## config.mk

```make
export PLATFORM = sky130hd
export DESIGN_NAME = polara_loopback_pattern_gen
export DESIGN_NICKNAME = d
export VERILOG_FILES = /design/src/rtl/polara_loopback_pattern_gen.sv
export SDC_FILE = /design/constraint.sdc
export NUM_CORES = 1
export LEC_CHECK = 0
export ABC_AREA = 1
export BUFFER_PORTS_ARGS = -buffer_cell sky130_fd_sc_hd__buf_2
export CORE_ASPECT_RATIO = 1.2
export CORE_MARGIN = 2
export CORE_UTILIZATION = 41
export DETAILED_ROUTE_END_ITERATION = 10
export PLACE_DENSITY = 0.94
export SLEW_MARGIN = 0
export SYNTH_ARGS = -nofsm -noshare
export SYNTH_HDL_FRONTEND = slang
export SYNTH_SLANG_ARGS = --single-unit
```

## constraint.sdc

```tcl
create_clock -name vclk -period 4.9
set_input_delay 0.735 -clock vclk [all_inputs]
set_output_delay 0.735 -clock vclk [all_outputs]
set_load 0.01 [all_outputs]
```

## src/rtl/polara_loopback_pattern_gen.sv

```systemverilog
`default_nettype none
// ============================================================================
// Module  : polara_loopback_pattern_gen
// Purpose : Walking-ones payload pattern. Index 0 gives 0, index k in 1..64
//           gives 1<<(k-1), anything beyond 64 gives 0.
// Ports   : i_idx  [7:0]  payload flit index
//           o_flit [63:0] expected flit value
// Rev     : 1.0  initial release
// ============================================================================
module polara_loopback_pattern_gen (
  input  logic [7:0]  i_idx,
  output logic [63:0] o_flit
);

  always_comb begin
    o_flit = '0;
    if ((i_idx >= 8'd1) && (i_idx <= 8'd64)) begin
      o_flit = 64'h1 << (i_idx - 8'd1);
    end
  end

endmodule
`default_nettype wire

```

==> key figures <==
Run status
  • Outcome: complete, no violations

GRT
  • Via count of the first global-routing pass: between 800 and 900
  • Met1 GRT Util: about 24%
  • Initial antenna violation count: 0
  • Grt ovf: 0
  • Grt met2 use: 41.0%
  • GRT Util Overall: 20.4%
  • Largest net degree at the start of global routing: 33
  • Gr busiest metal: met2
  • Routing usage on met3: 1.10%
  • First-pass GRT wire length: ~3700 um

Floorplanning
  • # IOs: between 70 and 80
  • Num rows: 16
  • CORE AREA: about 1600 um^2
  • Full die area: between 2000 and 2500 um^2
  • Die Width: approximately 42 um
  • Die Ht: roughly 50 um
  • Initial core utilization: 44.3%

Setup path
  • Critical Path Max Stage Delay: 0.64 ns
  • CP delay by family, top: buffers and inverters
  • Crit start category: input pin
  • Worst-path fanout max: 11
  • Critical setup path kind: in -> out
  • CP max-delay cell: xnor2_1
  • CP Data Required Time: about 4.2 ns
  • Crit. End Element: primary output
  • Crit path cell chain: buf_2, inv_1, ha_1, xnor2_1, clkinv_1, nor2_1, nand3_1, nor2_1, buf_2
  • WP data arrival: about 3 ns
  • Buf+Inv Stages, Crit Path: 4

Route
  • DR vias: about 1200
  • Drt pass-1 iters: 4
  • Routed WL: 2270 um
  • Drt via density: around 5.1
  • DRC: 0
  • Initial DRC Count: 20
  • ANT nets after route: 0
  • WL per Instance: between 9 and 10 um

Cells and area
  • Design area: 1040 um^2
  • Flip-flop and latch count: 0
  • Commonest cells after routing, fill and taps aside: nor2_1, buf_2, nand3_1, nand4_1, inv_1
  • Clock Buffer Count: 0
  • Flip-flop and latch area: 0 um^2
  • Layout cells sized above 1: between 30% and 40%
  • Nets: 223
  • Syn-to-layout area delta: 43.2%
  • Most common cell after layout, fill and taps aside: nor2_1
  • # diodes: 0

Logic synthesis
  • Register area share after synthesis: 0%
  • Synth warn: 0
  • Post-Syn Nets: between 150 and 200
  • Synth Area per Inst: a little under 5 um^2
  • Synthesized cell area: between 700 and 800 um^2
  • Synth Instances: roughly 150
  • Distinct cell type count after synthesis: 19

Timing
  • Tcrit/Tclk final: between 70% and 80%
  • Setup TNS: 0 ns
  • FMAX: 268 MHz
  • Unrepaired setup endpoints after global routing: false
  • Slew Limit Fails: 0
  • Final Hold Vio Count: 0
  • Worst-Margin Slew: between 0.7 and 0.8 ns
  • Setup Viol. Count Final: 0
  • Hold slack final: a little over 2 ns
  • Final period demand of the worst path: 3.74 ns
  • Slew Limit Headroom: about 48%
  • Final WS setup: between 1 and 1.5 ns

CTS
  • Post-CTS Setup Bufs: 0
  • CTS Hold Bufs: 0
  • Post_cts resized: 0

Run
  • Maxcap violations: 0

Power and ir drop
  • Lkg Pwr: approximately 0.56 nW
  • Design Power: 0.0000509 W
  • Power Dens Cells: between 40 and 50 nW/um^2
  • Worst vdd ir: around 0.045 mV

Placement
  • I/O Buffers: roughly 70
  • Post-placement setup slack: approximately 1.2 ns
  • Placer Congestion: a little over 0.8
  • Placed cell area: ~1000 um^2
  • HPWL Detailed: around 1800 um

Min path
  • Hold Path Class: in -> out
## routing by layer
metal	part of all wire, %	routed length (um)
met5	0	0
met2	53	1200
met3	6.0	136
met4	0	0
met1	41	941
## tightest hold or removal path, cell delays in order
cell	delay [ns]
buf_2	0.10
nor2_1	0.06
nand2_1	0.07
nor2_1	0.08
nand3_1	0.10
nor2_1	0.05
buf_2	0.13
## path summary, 6_finish.rpt
check / startpoint / to / slack, ns / cells past startpoint
max: i_idx[0] / o_flit[40] / 1.16 / 9
min: i_idx[7] / o_flit[36] / 2.06 / 7
## layout make-up
type               instances  area (um^2)
inverters                 10         37.5
repair buffers            72          360
fillers                  176          601
well taps                 18         22.5
multi-input cells        130          621
## logic make-up (layout without fill, tap and decap cells)
kind of cell	count (synthesis)	count (layout)	share of synthesized area [%]
compound gates	3	3	2.58
fa+ha+maj	1	1	1.72
xor+xnor	4	4	6.88
buf+inv	21	82	14.6
simple gates	122	122	74.2
## power by group
| part | internal [W] | total (W) | switching, W | leakage, nW |
|---|---|---|---|---|
| clock network | 0 | 0 | 0 | 0 |
| registers | 0 | 0 | 0 | 0 |
| logic | 0.0000119 | 0.0000509 | 0.0000390 | 0.563 |
| total | 0.0000119 | 0.0000509 | 0.0000390 | 0.563 |
## synth_stat cells, types with 2 or more instances
library cell / n / area, um^2
xor2_2: 2 / 32.5
nand2_1: 6 / 22.5
inv_1: 7 / 26.3
nand4_1: 16 / 100
buf_2: 7 / 35.0
nor2_2: 3 / 18.8
nor2_1: 74 / 278
inv_2: 2 / 7.51
nand2_2: 4 / 25.0
o21ai_1: 2 / 10.0
buf_6: 2 / 22.5
nand3_1: 19 / 95.1
## per-stage QoR
stage	util [%]	std cells
after floorplan	-	151
after global placement	63.4	230
after detailed placement	63.4	230
after CTS	63.4	230
after global routing	63.4	230
final	63.4	230
Power figures use the tool's default switching activity.
